File: config.mk
export PLATFORM = sky130hd
export DESIGN_NAME = stream_demux_1to4
export DESIGN_NICKNAME = d
export VERILOG_FILES = /design/src/rtl/stream_demux_1to4.sv
export SDC_FILE = /design/constraint.sdc
export NUM_CORES = 1
export LEC_CHECK = 0
export ABC_AREA = 1
export CORE_MARGIN = 3
export CORE_UTILIZATION = 48
export CTS_CLUSTER_SIZE = 40
export DETAILED_ROUTE_END_ITERATION = 6
export GPL_TIMING_DRIVEN = 0
export PLACE_DENSITY = 0.73
export SYNTH_ARGS = -nofsm -noshare
export SYNTH_HDL_FRONTEND = slang
export SYNTH_SLANG_ARGS = --single-unit
File: constraint.sdc
create_clock -name clk -period 6.39 [get_ports clk]
set_clock_uncertainty 0.05 [all_clocks]
set_input_delay 0.9585 -clock clk [delete_from_list [all_inputs] [get_ports clk]]
set_output_delay 0.9585 -clock clk [all_outputs]
set_load 0.02 [all_outputs]
File: src/rtl/stream_demux_1to4.sv
// Registered 1-to-4 valid/ready demultiplexer with an independent 2-entry FIFO
// and a saturating accepted-transfer counter per output lane.
module stream_demux_1to4 #(
    parameter int W     = 8,
    parameter int CNT_W = 8
) (
    input  logic               clk,
    input  logic               rst_n,
    input  logic               in_valid,
    output logic               in_ready,
    input  logic [W-1:0]       in_data,
    input  logic [1:0]         in_sel,
    output logic [3:0]         out_valid,
    input  logic [3:0]         out_ready,
    output logic [4*W-1:0]     out_data,
    input  logic               count_clr,
    output logic [4*CNT_W-1:0] lane_count
);

    typedef enum logic [1:0] {
        EMPTY = 2'd0,
        ONE   = 2'd1,
        FULL  = 2'd2
    } lane_state_t;

    localparam logic [CNT_W-1:0] CNT_MAX = {CNT_W{1'b1}};

    lane_state_t        r_state [4];
    logic [W-1:0]       r_head  [4];
    logic [W-1:0]       r_tail  [4];
    logic [CNT_W-1:0]   r_count [4];

    logic [3:0]         w_full;
    logic [3:0]         w_push;
    logic [3:0]         w_pop;
    logic               w_accept;

    // Per-lane handshake decode; in_ready only looks at the selected lane's fill level.
    always_comb begin
        w_push = 4'b0000;
        for (int i = 0; i < 4; i++) begin
            w_full[i]    = (r_state[i] == FULL);
            out_valid[i] = (r_state[i] != EMPTY);
            w_pop[i]     = out_valid[i] && out_ready[i];
        end
        in_ready = ~w_full[in_sel];
        w_accept = in_valid && ~w_full[in_sel];
        if (w_accept) begin
            w_push[in_sel] = 1'b1;
        end else begin
            w_push = 4'b0000;
        end
    end

    // Pack per-lane head entries and counters onto the flat output buses.
    always_comb begin
        out_data   = '0;
        lane_count = '0;
        for (int i = 0; i < 4; i++) begin
            out_data[i*W +: W]       = r_head[i];
            lane_count[i*CNT_W +: CNT_W] = r_count[i];
        end
    end

    // Lane FIFOs and counters; a pop never frees space for a same-cycle push.
    always_ff @(posedge clk) begin
        if (!rst_n) begin
            for (int i = 0; i < 4; i++) begin
                r_state[i] <= EMPTY;
                r_head[i]  <= '0;
                r_tail[i]  <= '0;
                r_count[i] <= '0;
            end
        end else begin
            for (int i = 0; i < 4; i++) begin
                case (r_state[i])
                    EMPTY: begin
                        if (w_push[i]) begin
                            r_head[i]  <= in_data;
                            r_state[i] <= ONE;
                        end else begin
                            r_state[i] <= EMPTY;
                        end
                    end
                    ONE: begin
                        case ({w_push[i], w_pop[i]})
                            2'b10: begin
                                r_tail[i]  <= in_data;
                                r_state[i] <= FULL;
                            end
                            2'b01:   r_state[i] <= EMPTY;
                            2'b11:   r_head[i]  <= in_data;
                            default: r_state[i] <= ONE;
                        endcase
                    end
                    FULL: begin
                        if (w_pop[i]) begin
                            r_head[i]  <= r_tail[i];
                            r_state[i] <= ONE;
                        end else begin
                            r_state[i] <= FULL;
                        end
                    end
                    default: r_state[i] <= EMPTY;
                endcase

                if (count_clr) begin
                    r_count[i] <= '0;
                end else if (w_push[i] && (r_count[i] != CNT_MAX)) begin
                    r_count[i] <= r_count[i] + {{(CNT_W-1){1'b0}}, 1'b1};
                end else begin
                    r_count[i] <= r_count[i];
                end
            end
        end
    end

endmodule

# After elaboration in Yosys (flattened, before gate mapping)
# Memories as Yosys holds them, arrays and structs flattened.
# Cells that the tools add are included.
[word_totals]
latchBits = 0
reg_bits = 0
n_memories = 4
ramBits = 104
out_inout_bits = 69
rom_bits = 0
[op_classes]
eq_ne = 24
reduce_logical = 26
n_shift = 0
n_mul = 0
n_div = 0
n_mux = 241
n_addsub = 4
n_bitwise = 61
n_lt_le_gt_ge = 2
[memory_table]
columns = ["memory", "words", "width", "read_ports", "rd_clocked_by_memory_dff", "wr", "line", "rtl"]
rows = [
  ["r_count", 4, 8, 4, 0, 4, "31", "logic [CNT_W-1:0] r_count [4];"],
  ["r_head", 4, 8, 4, 0, 4, "29", "logic [W-1:0] r_head [4];"],
  ["r_tail", 4, 8, 4, 0, 4, "30", "logic [W-1:0] r_tail [4];"],
  ["r_state", 4, 2, 4, 0, 4, "28", "lane_state_t r_state [4];"],
]
[ops]
columns = ["operator", "count"]
rows = [
  ["two-way mux 8 bit", 28],
  ["two-way mux 1 bit", 178],
  ["two-way mux 2 bit", 32],
  ["bitwise OR 1 bit", 60],
  ["adder 8 x 1 -> 8 bit, second input constant", 4],
  ["!= test 8 bit, second input constant", 4],
  ["equality test 2 bit, second input constant", 12],
  ["OR reduction 3 bit", 8],
  ["equality test 2 x 1 -> 1 bit, second input constant", 8],
  ["logical AND 1 bit", 10],
  ["zero test 2 bit", 4],
  ["nonzero test 2 bit", 4],
  ["two-way mux 4 bit", 1],
  ["less-than comparator 2 x 3 -> 1 bit, second input constant", 1],
  ["binary-select mux 1 bit (select 2 bit)", 1],
  ["demux 1 bit (select 2 bit)", 1],
  ["greater-or-equal comparator 2 x 1 -> 1 bit, second input constant", 1],
  ["inverter 1 bit", 1],
]

# Logic depth before layout (Yosys ltp)
# Gate-level depths: netlist (run 1).
[depth]
depth_word = 18
mapped_depth = 10
depth_no_buf = 10

# Least setup slack after synthesis (run 1)
# No wires, ideal clock.
[synth_timing]
kind = "in2reg"
from = "in in_sel[0]"
to = "mem r_tail[1][0], enable pin"
path_stages = 7
t_arrival_ps = 2193
slack_ps = 3763
path_cell_list = "inv_2 -> nor2_4 -> nand2_1 -> nand2_2 -> nor2_8 -> nand3_4 -> o21ai_0"
[synth_rtl]
columns = ["element", "line", "rtl"]
rows = [
  ["start: declaration", "12", "input logic [1:0] in_sel,"],
  ["end: declaration", "30", ""],
]

# Final worst setup path (run 1)
[layout_timing]
from = "in in_sel[0]"
to = "out in_ready"
[layout_via]
elab_chain_cells = 3
[layout_lines]
columns = ["element", "line", "rtl"]
rows = [
  ["binary-select mux 1 bit (select 2 bit)", "46", "in_ready = ~w_full[in_sel];"],
  ["two-way mux 1 bit (implied by the code)", "46", ""],
  ["inverter 1 bit", "46", ""],
  ["end: declaration", "10", "output logic in_ready,"],
]
# No other way between the ends. The select of a mux whose other input is x is not followed.

==> results of run 1 <==
## cell families (layout without fill, tap and decap cells)
group                      after synthesis  after routing
adders and majority gates                4              4
and+or+nand+nor                        283            283
xor gates and xnor gates                23             23
DFF                                    104            104
buffers and inverters                   59            161
AOI/OAI and AO/OA                       36             36
## through the flow
step / instances / util (%)
6_report: 747 / 61.6
4_1_cts: 747 / 61.6
2_1_floorplan: 509 / -
3_3_place_gp: 731 / 59.6
5_1_grt: 747 / 61.6
3_5_place_dp: 731 / 59.6
## per-layer routing
metal	vias to the layer above	part of all wire, %	wire length [um]	global-route usage, %
li1	1922	-	-	-
met1	1771	43	4730	24.9
met2	164	46	5150	30.0
met3	26	8.8	978	4.93
met4	0	2.2	246	9.26
met5	-	0	0	0
## critical path, cell delays in order
cell and delay (ps):
clkdlybuf4s50_1 500, inv_2 130, nor2_4 50, nand2_1 70, nand2_2 90, nor2_8 200, clkdlybuf4s50_1 660
## power groups by stage
stage	logic (mW)	registers, mW	clock network, mW
after floorplan	0.0790	0.848	0
after global placement	0.193	0.821	0
after detailed placement	0.196	0.823	0
after CTS	0.197	0.807	0.430
after global routing	0.214	0.812	0.450
final	0.197	0.807	0.421
## state kept, by name, indices dropped and copies added, names as in the netlist
name	count
r_head	32
r_tail	32
r_state	8
r_count	32
## final timing paths
path | end | slack (ps) | cells after the start
hold reg to reg | r_head[0][6] | 490 | 2
hold / removal | r_head[0][6] | 490 | 2
setup / recovery | in_ready | 2710 | 7
setup reg to reg | r_tail[1][4] | 3950 | 7
## cells in the mapped netlist (4+ instances only)
library cell / number
o21ai_1: 8
nand2_1: 106
nor2_1: 77
xnor2_1: 10
inv_1: 43
ha_1: 4
inv_2: 4
nand3_2: 4
nand3_1: 35
o21ai_0: 11
nor3_1: 12
nor2_2: 10
nand2_2: 6
nand4_1: 15
xor2_1: 13
a21oi_1: 10
edfxtp_1: 104
or2_2: 5
## final cells by class
type	count	area, um2	share of cell area, %
Sequential cell	104	3120	48.7
Clock inverter	7	78.8	1.23
Tap cell	136	170	2.65
Timing Repair Buffer	86	861	13.4
Multi-Input combinational cell	346	1820	28.4
Clock buffer	9	124	1.93
Inverter	50	188	2.93
Buffer	9	48.8	0.761
==> impl_metrics.ini, run 1 <==
[cells_and_area]
final_common_cell = nand2_1
layout.nets = 628
final_area_mm2 = 0.00641
fill_cells = 857
layout-drive-gt1-share_pct = 10.3
syn_to_final_growth_pct = 23.8
layout_common_cells = nand2_1 (106), edfxtp_1 (104), clkdlybuf4s50_1 (86)
antenna_cells = 0

[routing]
wl_per_cell_um = 14.9
firstDrtPassIters = 5
drtIter0Drc = 241
vias = 3883
detail_route.vias_per_cell = 5.20
totalWireLength_um = 11100
drcViolationCount = 0
ant_nets = 0

[critical_path]
arrival_ps = 2670
criticalPathCategory = in2out
crit_start = in_sel[0]
critPathLaunchType = input pin
regToRegStartpoint = r_state[0][1]
critPathMaxFanout = 6
cp.required_ps = 5380
cp-end-kind = output port

[sta]
fin_crit_ps = 3680
clock.fmax_mhz = 272
hold_viol = 0
holdWs_ps = 488
setup_viol = 0
setup_ws_ps = 2710
rsz0062_at_grt = false
drv_slew = 0
slew_headroom_pct = 27.7
setup_tns_ps = 0
period_share_pct = 57.5
tightest_slew_ps = 1070

[power]
power.density_mw_per_mm2 = 222
power.switching_mw = 0.376
irDropWorstVdd_uv = 127
p_leak_nw = 2.49
swShare_pct = 26.4
p_comb_share_pct = 13.8
fin_total_pwr_mw = 1.43
clock_power_share_pct = 29.5
seq_power_share_pct = 56.6
p_int_mw = 1.05

[global_routing]
grt_pass1_vias = 3682
antenna_found_initial = 0
grt_start_max_net_pins = 19
grtUsageTotal_pct = 19.2
grt-ovfl-total = 0
grt_pass1_wl_um = 17800

[logic_synthesis]
muxShareOfSynthArea_pct = 0
synth.yosys.seq_area_share_pct = 60.3
yosysWarnings = 0
synth_area_mm2 = 0.00518
yosysTopAreaCellShare_pct = 60.3
synth.largest_area_cell = edfxtp_1
ys.flop_type = edfxtp_1
syn_avg_cell_area_um2 = 10.2
postSynthNetCount = 531
synth.distinct_cells = 40
synth-xor-area-share_pct = 3.89
async_reset_ff_share_pct = 0
synth_top_family_by_area = simple AND/OR/NAND/NOR gates
synthAdderAreaFrac_pct = 0.966
yosys.area_share.simple_pct = 26.0
synth_edf_count = 104
synth_seq_cells = 104
syn_inst = 509
synth_compound_area_share_pct = 4.32
ys_top_cells_by_area = edfxtp_1 (60%), nand2_1 (7.7%), nor2_1 (5.6%)

[clock_network]
cts_tree = done
numCtsBuffers = 9
cts_setup_buffers = 0
cts.sinks = 104
clk_pin_slew_ps = 100
cts_root_buffer = clkbuf_8
h-tree-depth = 3
clock_latency_ps = 380
cts.repair.resized = 0
cts_hold_buf = 0
clock_path_buffers = 2

[placed_design]
dpl_cell_area_mm2 = 0.00621
post-place-ws_ps = 2720
gp_congestion = 0.834
dp_hpwl_um = 8290
io_buffers = 86

[run]
maxCapViolations = 0

[floorplanning]
rows = 37
die_h_um = 110
die-area_mm2 = 0.0121
start_util_pct = 49.7
io_pins = 87
die_w_um = 110
core_mm2 = 0.0104

[min_path]
holdCritPathClass = reg2reg
worstHoldStart = r_tail[0][6]

[outcome]
status = finished clean
No activity file was read; power rests on OpenSTA's default activity.
==> run 2: changes to the inputs <==
- clock period: 6.39 -> 3.4 ns (I/O delays scaled with it)
==> results of run 2 <==
The final DEF is identical to that of run 1. Status: finished clean.
Main changes from that run: setup slack after placement 2720 ps -> 380 ps; setup slack after layout 2710 ps -> 622 ps; register-to-register setup slack 3950 ps -> 960 ps; total power 1.43 mW -> 2.68 mW; worst IR drop on VDD 127 uV -> 238 uV
==> run 3: changes to the inputs <==
- clock period: 3.4 -> 2.65 ns (I/O delays scaled with it)
==> run 3 against run 2 <==
Net effect:
- critical path depth unchanged
- sequential cell count unchanged
- combinational power increased by 29%
- register-to-register slack got worse by 640 ps
- clock-buffer cell count unchanged
- cell count unchanged
- critical path type is now in2reg
- core utilization about the same
- hold slack improved by 1.7 ps
- sequential power increased by 28%
==> impl_metrics.ini, run 3 (synthesis gave the netlist of run 1 again) <==
[critical_path]
rr_worst_depth = 6
critPathTopFamily = compound AO/OA/AOI/OAI gates
r2r_setup_slack_ps = 320
critPathBufInv = 3
critPathSlowestCell = o21ai_0
critPathMaxFanout = 8
criticalPathCategory = in2reg
regToRegStartpoint = r_state[0][0]
critPathLaunchType = input pin
cp-end-kind = flop
cp.required_ps = 2600
worstReg2RegEnd = r_tail[0][7]
path_cells = clkdlybuf4s50_1 -> inv_2 -> nand3_1 -> nand2_1 -> inv_1 -> nand4_1 -> o21ai_0
arrival_ps = 2430
max_stage_delay_ps = 960

[power]
seq_power_share_pct = 56.6
fin_total_pwr_mw = 3.44
p_comb_share_pct = 13.8
irDropWorstVdd_uv = 305
swShare_pct = 26.4
clock_power_share_pct = 29.6
power.density_mw_per_mm2 = 536
power.switching_mw = 0.909
p_int_mw = 2.53
p_leak_nw = 2.49

[clock_network]
cts.sinks = 104
h-tree-depth = 3
cts_root_buffer = clkbuf_8
clock_latency_ps = 380
cts_tree = done
cts_setup_buffers = 0
cts_hold_buf = 0
numCtsBuffers = 9
clk_pin_slew_ps = 100
clock_path_buffers = 2

[min_path]
whs_endpoint = r_head[0][6]
worstHoldStart = r_tail[0][6]
holdCritPathClass = reg2reg
hold_depth = 2

[cells_and_area]
antenna_cells = 0
syn_to_final_growth_pct = 23.9
layout.nets = 628
layout-drive-gt1-share_pct = 10.3
largestRegisters = r_count (32), r_head (32), r_tail (32)
multi_input_area_mm2 = 0.00182
seqCellArea_mm2 = 0.00312
fin_cells = 747
fill_cells = 857
final_common_cell = nand2_1
final_area_mm2 = 0.00642
layout_common_cells = nand2_1 (106), edfxtp_1 (104), clkdlybuf4s50_1 (85)

[floorplanning]
die_w_um = 110
io_pins = 87
rows = 37
die_h_um = 110
core_mm2 = 0.0104
start_util_pct = 49.7
die-area_mm2 = 0.0121

[global_routing]
antenna_found_initial = 0
grt_start_max_net_pins = 19
top_usage_layer = met2
grt.met1_usage_pct = 24.9
use_met3_pct = 4.93
grtUsageTotal_pct = 19.2
grt_pass1_vias = 3682
grt_pass1_wl_um = 17800
met2_usage_pct = 30.0
grt-ovfl-total = 0

[routing]
firstDrtPassIters = 5
totalWireLength_um = 11100
vias = 3870
ant_nets = 0
drtIter0Drc = 239
drcViolationCount = 0
detail_route.vias_per_cell = 5.18
wl_per_cell_um = 14.9

[sta]
fin_crit_ps = 2480
holdWs_ps = 489
setup_viol = 0
hold_viol = 0
slew_headroom_pct = 24.8
setup_ws_ps = 169
drv_slew = 0
period_share_pct = 93.6
tightest_slew_ps = 1120
rsz0062_at_grt = false
clock.fmax_mhz = 403

[run]
maxCapViolations = 0

[placed_design]
post-place-ws_ps = -258
dp_hpwl_um = 8290
gp_congestion = 0.834
dpl_cell_area_mm2 = 0.00621
dp_cells = 731
io_buffers = 86

[outcome]
status = finished clean
run 3: cell count changes in the layout (fill, tap and decap cells not counted):
cell	previous run	this run
o21ai_1	8	9
o21ai_0	11	10
clkdlybuf4s50_1	86	85
dlymetal6s2s_1	0	1
run 3: how the worst max path moves through the flow:
stage,from,end,slack (ps),cells past startpoint
floorplan,r_state[1][1],r_tail[1][0],540,7
global placement,in_sel[0],r_tail[0][5],-160,7
detailed placement,in_sel[0],r_tail[1][6],-260,8
CTS,in_sel[0],in_ready,80,7
global route,in_sel[0],r_tail[0][1],9,7
finish,in_sel[0],r_tail[0][7],170,7
run 3: cell type report:
cell class / instances / area share [%]
Buffer: 9 / 0.760
Clock buffer: 9 / 1.93
Clock inverter: 7 / 1.23
Inverter: 50 / 2.92
Multi-Input combinational cell: 346 / 28.4
Sequential cell: 104 / 48.7
Tap cell: 136 / 2.65
Timing Repair Buffer: 86 / 13.5
run 3: per-layer routing:
layer  routed length [um]  part of all wire, %
met4                  206                  1.8
met2                 5200                   47
met3                  938                  8.4
met1                 4790                   43
met5                    0                    0
run 3: through the flow:
stage	util, %	TNS (ps)
detailed placement	59.6	-4740
finish	61.6	0
global route	61.6	0
CTS	61.6	0
global placement	59.6	-2800
floorplan	-	0
run 3: repair_timing:
| item | in CTS | in global routing |
|---|---|---|
| hold endpoints to repair | 0 | 0 |
| setup endpoints to repair | 0 | 7 |
| gates resized for setup | 0 | 2 |
run 3: tightest hold or removal path, stage by stage, from the launching register on:
cell and delay, ps:
edfxtp_1 330, nand2_1 50, o21ai_0 60
run 3: power groups by stage:
stage	combinational, mW	clock (mW)	sequential, mW
after global placement	0.466	0	1.98
after floorplan	0.191	0	2.05
after detailed placement	0.474	0	1.98
final	0.476	1.02	1.95
after global routing	0.515	1.09	1.96
after CTS	0.476	1.04	1.95
